`src/rtl/alu.sv`:
```
// ============================================================================
// Module   : alu
// Brief    : Registered 16-bit integer ALU with 5-bit condition flags {C,L,F,Z,N}.
//            Optional macro ALU_CARRY_OPS_EN enables ADDC (06) and SUBC (0A).
// Revision : 1.0
// ============================================================================
`default_nettype none

module alu (
    input  logic        clk,
    input  logic        rst,
    input  logic [15:0] R1,
    input  logic [15:0] R2,
    input  logic [7:0]  opcode,
    output logic [15:0] aluOut,
    output logic [4:0]  flags
);

    localparam logic [7:0] c_OP_AND  = 8'h01;
    localparam logic [7:0] c_OP_OR   = 8'h02;
    localparam logic [7:0] c_OP_XOR  = 8'h03;
    localparam logic [7:0] c_OP_ADD  = 8'h05;
    localparam logic [7:0] c_OP_LSH  = 8'h08;
    localparam logic [7:0] c_OP_SUB  = 8'h09;
    localparam logic [7:0] c_OP_CMP  = 8'h0B;
    localparam logic [7:0] c_OP_MOV  = 8'h0D;
    localparam logic [7:0] c_OP_ASHU = 8'h0F;
`ifdef ALU_CARRY_OPS_EN
    localparam logic [7:0] c_OP_ADDC = 8'h06;
    localparam logic [7:0] c_OP_SUBC = 8'h0A;
`endif

    localparam int c_FLAG_C = 4;
    localparam int c_FLAG_L = 3;
    localparam int c_FLAG_F = 2;
    localparam int c_FLAG_Z = 1;
    localparam int c_FLAG_N = 0;

    logic [15:0] r_result;
    logic [4:0]  r_flags;

    logic        w_cin;
    logic [16:0] w_sum;
    logic [16:0] w_diff;
    logic        w_add_ovf;
    logic        w_sub_ovf;
    logic        w_shift_big;
    logic [15:0] w_lsh;
    logic [15:0] w_ashu;
    logic        w_lt_unsigned;
    logic        w_lt_signed;
    logic [15:0] w_result;
    logic [4:0]  w_flags;

    // Carry-in is only honoured by the carry-chaining opcodes; plain ADD/SUB use zero.
    always_comb begin
        w_cin = 1'b0;
`ifdef ALU_CARRY_OPS_EN
        if ((opcode == c_OP_ADDC) || (opcode == c_OP_SUBC)) begin
            w_cin = r_flags[c_FLAG_C];
        end
`endif
    end

    // Shared adder/subtractor; bit 16 is carry-out for add and borrow for subtract.
    assign w_sum  = {1'b0, R1} + {1'b0, R2} + {16'd0, w_cin};
    assign w_diff = {1'b0, R2} - {1'b0, R1} - {16'd0, w_cin};

    assign w_add_ovf = (R1[15] == R2[15]) && (w_sum[15]  != R1[15]);
    assign w_sub_ovf = (R2[15] != R1[15]) && (w_diff[15] != R2[15]);

    // Shift amount is the whole 16-bit R1; anything 16 or above saturates.
    assign w_shift_big = |R1[15:4];
    assign w_lsh       = w_shift_big ? 16'd0 : (R2 << R1[3:0]);
    assign w_ashu      = w_shift_big ? {16{R2[15]}} : 16'($signed(R2) >>> R1[3:0]);

    // Compare is phrased as R1 > R2.
    assign w_lt_unsigned = (R2 < R1);
    assign w_lt_signed   = ($signed(R2) < $signed(R1));

    always_comb begin
        w_result = 16'd0;
        w_flags  = r_flags;
        case (opcode)
            c_OP_AND:  w_result = R1 & R2;
            c_OP_OR:   w_result = R1 | R2;
            c_OP_XOR:  w_result = R1 ^ R2;
            c_OP_MOV:  w_result = R1;
            c_OP_LSH:  w_result = w_lsh;
            c_OP_ASHU: w_result = w_ashu;
`ifdef ALU_CARRY_OPS_EN
            c_OP_ADD, c_OP_ADDC: begin
`else
            c_OP_ADD: begin
`endif
                w_result          = w_sum[15:0];
                w_flags[c_FLAG_C] = w_sum[16];
                w_flags[c_FLAG_F] = w_add_ovf;
                w_flags[c_FLAG_Z] = (w_sum[15:0] == 16'd0);
                w_flags[c_FLAG_N] = w_sum[15];
            end
`ifdef ALU_CARRY_OPS_EN
            c_OP_SUB, c_OP_SUBC: begin
`else
            c_OP_SUB: begin
`endif
                w_result          = w_diff[15:0];
                w_flags[c_FLAG_C] = w_diff[16];
                w_flags[c_FLAG_F] = w_sub_ovf;
                w_flags[c_FLAG_Z] = (w_diff[15:0] == 16'd0);
                w_flags[c_FLAG_N] = w_diff[15];
            end
            c_OP_CMP: begin
                w_result          = R2;
                w_flags[c_FLAG_Z] = (R1 == R2);
                w_flags[c_FLAG_L] = w_lt_unsigned;
                w_flags[c_FLAG_N] = w_lt_signed;
            end
            default: begin
                w_result = 16'd0;
                w_flags  = r_flags;
            end
        endcase
    end

    always_ff @(posedge clk) begin
        if (rst) begin
            r_result <= 16'd0;
            r_flags  <= 5'd0;
        end else begin
            r_result <= w_result;
            r_flags  <= w_flags;
        end
    end

    assign aluOut = r_result;
    assign flags  = r_flags;

endmodule

`default_nettype wire

```
`config.mk`:
```
export PLATFORM = sky130hd
export DESIGN_NAME = alu
export DESIGN_NICKNAME = d
export VERILOG_FILES = /design/src/rtl/alu.sv
export SDC_FILE = /design/constraint.sdc
export NUM_CORES = 1
export LEC_CHECK = 0
export CORE_ASPECT_RATIO = 1.75
export CORE_MARGIN = 4
export CORE_UTILIZATION = 40
export CTS_CLUSTER_DIAMETER = 150
export DETAILED_ROUTE_END_ITERATION = 8
export PLACE_DENSITY = 0.68
export RECOVER_POWER = 100
export SLEW_MARGIN = 0
export SYNTH_ARGS = -nofsm -noshare
export SYNTH_HDL_FRONTEND = slang
export SYNTH_SLANG_ARGS = --single-unit
```
`constraint.sdc`:
```
create_clock -name clk -period 10.75 [get_ports clk]
set_clock_uncertainty 0.05 [all_clocks]
set_input_delay 2.15 -clock clk [delete_from_list [all_inputs] [get_ports clk]]
set_output_delay 2.15 -clock clk [all_outputs]
set_load 0.02 [all_outputs]
```
==> results.json, run 1 <==
{
  "status": "finished, violations left",
  "failed_checks": "capacitance limit, slew limit",
  "cp-end-kind": "register",
  "synth_edf_count": 0,
  "nNetsFinal": 818,
  "cts_tree": "yes",
  "nFillCells": 1321,
  "grt_usage_pct": 30.3,
  "layout-drive-gt1-share_pct": 6.63,
  "syn_avg_cell_area_um2": 7.21,
  "swShare_pct": 45.9,
  "min_period_over_period_pct": 73.2,
  "clk_pin_slew_ns": 0.07,
  "crit_buf_inv": 3,
  "postCtsHoldBufs": 0,
  "rsz0062_at_grt": "false",
  "hp-class": "reg2reg",
  "dp_hpwl_um": 17500,
  "ant_nets": 0,
  "route.vias.total": 6012,
  "peakVddDrop_v": 0.0000508,
  "p_switching_uw": 185,
  "grt_overflow_total": 0,
  "powerDensity_nw_per_um2": 69.3,
  "fin_setup_tns_ns": 0,
  "finalSetupViolCount": 0,
  "maxCapViolations": 1,
  "worstReg2RegStart": "flags[1]",
  "power_frac_seq_pct": 19.3,
  "multiInputGateArea_um2": 4240,
  "initial_core_util_pct": 40.6,
  "wire_per_inst_um": 24.9,
  "total_power_uw": 403,
  "cts_buffers": 3,
  "drc": 0,
  "ys_ff_latch": 21,
  "die_height_um": 157,
  "placed_area_um2": 5750,
  "drt_iter0_drc": 498,
  "synth_nets": 793,
  "critPathArrivalTime_ns": 7.98,
  "syn_area_um2": 5050,
  "required_ns": 10.86,
  "ctsLongestPathBuffers": 2,
  "grt_pass1_vias": 5788,
  "dr.pass1.iters": 6,
  "stdcell_area_um2": 5820,
  "finalMaxSlewViolations": 38,
  "crit_fanout": 37,
  "cts.sinks": 21,
  "area_growth_pct": 15.4,
  "synth.distinct_cells": 73,
  "cp-startpoint": "R1[1]",
  "ys_seq_area_share_pct": 8.33,
  "rows": 54,
  "core_area_um2": 12400,
  "synthFlopType": "dfxtp_1",
  "worstSetupStartpointType": "input port",
  "via_per_inst": 6.74,
  "synthArstFlopShare_pct": 0,
  "final-seq-area_um2": 420,
  "hold_violations": 0,
  "drt_wl_total_um": 22200,
  "internal-power_uw": 218,
  "combPwrFrac_pct": 59.0,
  "worst_pin_slew_ns": 1.98,
  "grt_pass1_wl_um": 33700,
  "grt_max_degree": 45,
  "period_minus_slack_ns": 7.87,
  "cts_resized": 0,
  "fmax_mhz": 127,
  "ys_warn_count": 0,
  "synth_cells": 700,
  "critical-path-slowest-cell": "clkbuf_1",
  "port_buffers": 62,
  "relSlewSlack_pct": -31.7,
  "antenna_cells": 0,
  "post-cts-setup-buffers": 0,
  "hp-start": "flags[3]",
  "crit_type": "in2reg",
  "dieArea_um2": 14500,
  "holdWs_ns": 0.412,
  "cts-root-buf": "clkbuf_16",
  "clk_latency_ns": 0.27,
  "ios": 63,
  "die_w_um": 92.9,
  "post-place-ws_ns": 4.33,
  "path_delay_family": "buffers and inverters",
  "antenna_found_initial": 0,
  "cpPeakStageDelay_ns": 1.41,
  "timing.final.ws_setup_ns": 2.88,
  "clock_power_share_pct": 21.7,
  "h-tree-depth": 1,
  "path_cells": "dlygate4sd3_1 -> clkbuf_1 -> inv_1 -> ha_1 -> o21bai_1 -> a211oi_1 -> o31ai_1 -> o41ai_1 -> xnor2_1 -> and4_1 -> a21oi_1 -> o31ai_2",
  "p_leak_nw": 2.30,
  "gp_congestion": 0.994
}
[flip-flops by register name (all words and copies together), names as in the netlist]
name and cells:
aluOut 16, flags 5
[cell families (layout without fill, tap and decap cells)]
group | count (synthesis) | count (layout) | share of synthesized area [%]
fa+ha+maj | 51 | 51 | 12.9
flops | 21 | 21 | 8.33
compound gates | 246 | 246 | 33.6
xor+xnor | 22 | 22 | 3.82
mux | 39 | 39 | 12.3
simple gates | 218 | 218 | 21.4
buf+inv | 103 | 127 | 7.66
[synthesized netlist by cell type, types with 8 or more instances]
cell / instances / area, µm²
o21ai_0: 34 / 170
nor4_1: 12 / 75.1
a211oi_1: 15 / 113
nand2_1: 45 / 169
a221oi_1: 9 / 78.8
a21o_1: 9 / 67.6
mux2i_1: 17 / 170
dfxtp_1: 21 / 420
ha_1: 49 / 613
nor3_1: 18 / 90.1
nor2_1: 76 / 285
xnor2_1: 16 / 140
inv_1: 49 / 184
nand3_1: 9 / 45.0
a31oi_1: 8 / 50.1
clkbuf_1: 47 / 176
mux4_2: 18 / 405
a22oi_1: 25 / 188
a21oi_1: 55 / 275
nand2b_1: 13 / 81.3
o211ai_1: 23 / 173
[final cells by class]
class | instances | share of cell area, %
multi-input combinational | 576 | 72.8
tap | 168 | 3.61
timing repair buffer | 71 | 11.7
sequential | 21 | 7.22
clock buffer | 3 | 1.29
inverter | 52 | 3.35
clock inverter | 1 | 0.0859
[final timing paths]
kind / slack, ns / depth (start not counted) / to
hold reg to reg: 0.41 / 2 / flags[3]
setup / recovery: 2.88 / 12 / flags[1]
hold / removal: 0.41 / 2 / flags[3]
setup reg to reg: 8.40 / 6 / flags[1]
[power by group through the flow]
stage	sequential, mW	combinational [mW]	clock [mW]
after floorplan	0.0799	0.154	0
after global placement	0.0797	0.231	0
after detailed placement	0.0797	0.232	0
after CTS	0.0779	0.234	0.0874
after global routing	0.0779	0.255	0.0911
final	0.0779	0.238	0.0874
[per-stage QoR]
step / std cells / utilization (%)
2_1_floorplan: 700 / -
3_3_place_gp: 888 / 46.3
3_5_place_dp: 888 / 46.3
4_1_cts: 892 / 46.9
5_1_grt: 892 / 46.8
6_report: 892 / 46.8
[cells in the final DEF, fill, tap and decap left out, types with 8 or more instances in the layout]
cell and instances:
a22oi_1 25, o211ai_1 23, nand3_1 9, nor4_1 12
a21o_1 9, dlygate4sd3_1 22, o21ai_0 36, nand2_1 45
xnor2_1 16, a31oi_1 8, a211oi_1 15, dfxtp_1 21
inv_1 49, mux4_2 18, a21oi_1 55, nand2b_1 13
a221oi_1 9, mux2i_1 17, nor2_1 76, clkdlybuf4s50_1 39
buf_4 8, ha_1 49, nor3_1 18
[layer usage]
metal | global-route usage (%) | up-vias | routed length, µm
li1 | - | 2677 | -
met1 | 33.8 | 2893 | 7920
met2 | 53.4 | 345 | 11000
met3 | 2.45 | 97 | 1430
met4 | 21.7 | 0 | 1860
met5 | 0 | - | 0
[worst min-delay path, cell delays in order (launching register included)]
cell	delay, ns
dfxtp_1	0.31
nand2_1	0.05
a21oi_1	0.05
Note: power is estimated with default switching activity, not from simulation.
==> run 2, diff against run 1 <==
==> constraint.sdc (replaced) <==
create_clock -name clk -period 8 [get_ports clk]
set_clock_uncertainty 0.05 [all_clocks]
set_input_delay 1.6 -clock clk [delete_from_list [all_inputs] [get_ports clk]]
set_output_delay 1.6 -clock clk [all_outputs]
set_load 0.02 [all_outputs]
==> run 2 against run 1 <==
Compared with the run above:
- the flow now finishes without violations
- die area did not move
- flip-flop and latch count did not move
- sequential power rose by 35%
- count of clock-buffer cells in the layout did not move
- design area did not move
- final cell count did not move
- combinational power rose by 34%
- critical endpoint unchanged
- largest power group unchanged
==> results.json, run 2 (same netlist as run 1, synthesis figures left out) <==
{
  "hold_violations": 0,
  "fmax_mhz": 159,
  "crit_fanout": 30,
  "core_area_um2": 12400,
  "die_w_um": 92.9,
  "cts_buffers": 3,
  "ctsLongestPathBuffers": 2,
  "cts-root-buf": "clkbuf_16",
  "drc": 0,
  "worstReg2RegStart": "flags[1]",
  "dieArea_um2": 14500,
  "p_leak_nw": 2.30,
  "via_per_inst": 6.65,
  "clk_pin_slew_ns": 0.06,
  "layout_common_cells": "nor2_1, a21oi_1, inv_1, ha_1, nand2_1",
  "path_delay_family": "compound AO/OA/AOI/OAI gates",
  "fin_setup_tns_ns": 0,
  "antenna_cells": 0,
  "post-cts-setup-buffers": 0,
  "wire_per_inst_um": 24.5,
  "maxCapViolations": 0,
  "grt_overflow_total": 0,
  "cp-startpoint": "R1[2]",
  "route.vias.total": 5935,
  "h-tree-depth": 1,
  "powerDensity_nw_per_um2": 92.4,
  "finalSetupViolCount": 0,
  "crit_buf_inv": 4,
  "relSlewSlack_pct": 11.4,
  "status": "finished, final reports clean",
  "postCtsHoldBufs": 0,
  "final_common_cell": "nor2_1",
  "rsz0062_at_grt": "false",
  "port_buffers": 62,
  "cpPeakStageDelay_ns": 0.96,
  "path_cells": "dlygate4sd3_1 -> clkbuf_1 -> inv_1 -> buf_4 -> ha_1 -> nor2b_1 -> a211oi_1 -> o31ai_1 -> o41ai_1 -> xnor2_1 -> and4_1 -> a21oi_1 -> o31ai_2",
  "die_height_um": 157,
  "largest_register_ffs": 16,
  "peakVddDrop_v": 0.0000642,
  "layout-drive-gt1-share_pct": 6.63,
  "nNetsFinal": 818,
  "dr.pass1.iters": 6,
  "worst_pin_slew_ns": 1.33,
  "dp_hpwl_um": 17000,
  "initial_core_util_pct": 40.6,
  "antenna_found_initial": 0,
  "grt_pass1_vias": 5665,
  "drt_iter0_drc": 553,
  "critPathArrivalTime_ns": 6.39,
  "cts_resized": 0,
  "clk_latency_ns": 0.26,
  "gp_congestion": 1.03,
  "critical-path-slowest-cell": "clkbuf_1",
  "cp-end-kind": "register",
  "area_growth_pct": 15.4,
  "grt_usage_pct": 29.6,
  "ios": 63,
  "cts.sinks": 21,
  "final_util_pct": 46.8,
  "hp-start": "flags[3]",
  "period_minus_slack_ns": 6.29,
  "grt_max_degree": 45,
  "drt_wl_total_um": 21800,
  "finalMaxSlewViolations": 0,
  "required_ns": 8.10,
  "cts_tree": "yes",
  "min_period_over_period_pct": 78.6,
  "worstSetupStartpointType": "input port",
  "crit_type": "in2reg",
  "ant_nets": 0,
  "hp-class": "reg2reg",
  "rows": 54,
  "grt_pass1_wl_um": 32900
}
run 2: cell types whose count changed in the layout (fill, tap and decap cells not counted):
cell             change
o21ai_0              -1
clkdlybuf4s50_1      -1
o21ai_1              +1
dlygate4sd3_1        +1
run 2: path summary, 6_finish.rpt:
check | end | slack [ns] | cells after the start
worst max-delay path | flags[1] | 1.71 | 13
worst min-delay path | flags[3] | 0.41 | 2
worst max register to register | flags[1] | 5.68 | 6
worst min register to register | flags[3] | 0.41 | 2
run 2: final cells by class:
class                      instances  area, µm²
fill                            1349       6610
multi-input combinational        576       4240
timing repair buffer              71        679
sequential                        21        420
tap                              168        210
inverter                          52        195
clock buffer                       3       75.1
clock inverter                     1       5.00
run 2: worst reg2reg max path, cell delays in order (launching register included):
cell and delay, ns:
dfxtp_1 0.37, nor2_1 0.07, a2111o_1 0.50, or4_1 0.57, nor4_2 0.26, nand4_1 0.18
o31ai_2 0.25
run 2: per-layer routing:
| metal | vias to the layer above | global-route usage, % | share of wire (%) |
|---|---|---|---|
| met4 | 0 | 19.9 | 8.1 |
| li1 | 2686 | - | - |
| met2 | 350 | 51.3 | 49 |
| met1 | 2802 | 33.6 | 36 |
| met5 | - | 0 | 0 |
| met3 | 97 | 3.56 | 6.9 |
run 2: through the flow:
stage          setup slack, ns  std cells  hold slack [ns]  power (mW)  instance area (µm²)
2_1_floorplan             3.19        700            0.472       0.315                 5050
3_3_place_gp              2.40        888            0.397       0.416                 5750
3_5_place_dp              2.31        888            0.403       0.417                 5750
4_1_cts                   2.58        892            0.412       0.533                 5830
5_1_grt                   1.31        892            0.422       0.566                 5820
6_report                  1.71        892            0.405       0.538                 5820
run 2: power breakdown:
group | internal [mW] | switching [mW] | total [mW] | leakage [nW]
sequential | 0.105 | 0.0000778 | 0.105 | 0.169
combinational | 0.121 | 0.199 | 0.319 | 2.09
clock | 0.0675 | 0.0466 | 0.114 | 0.0409
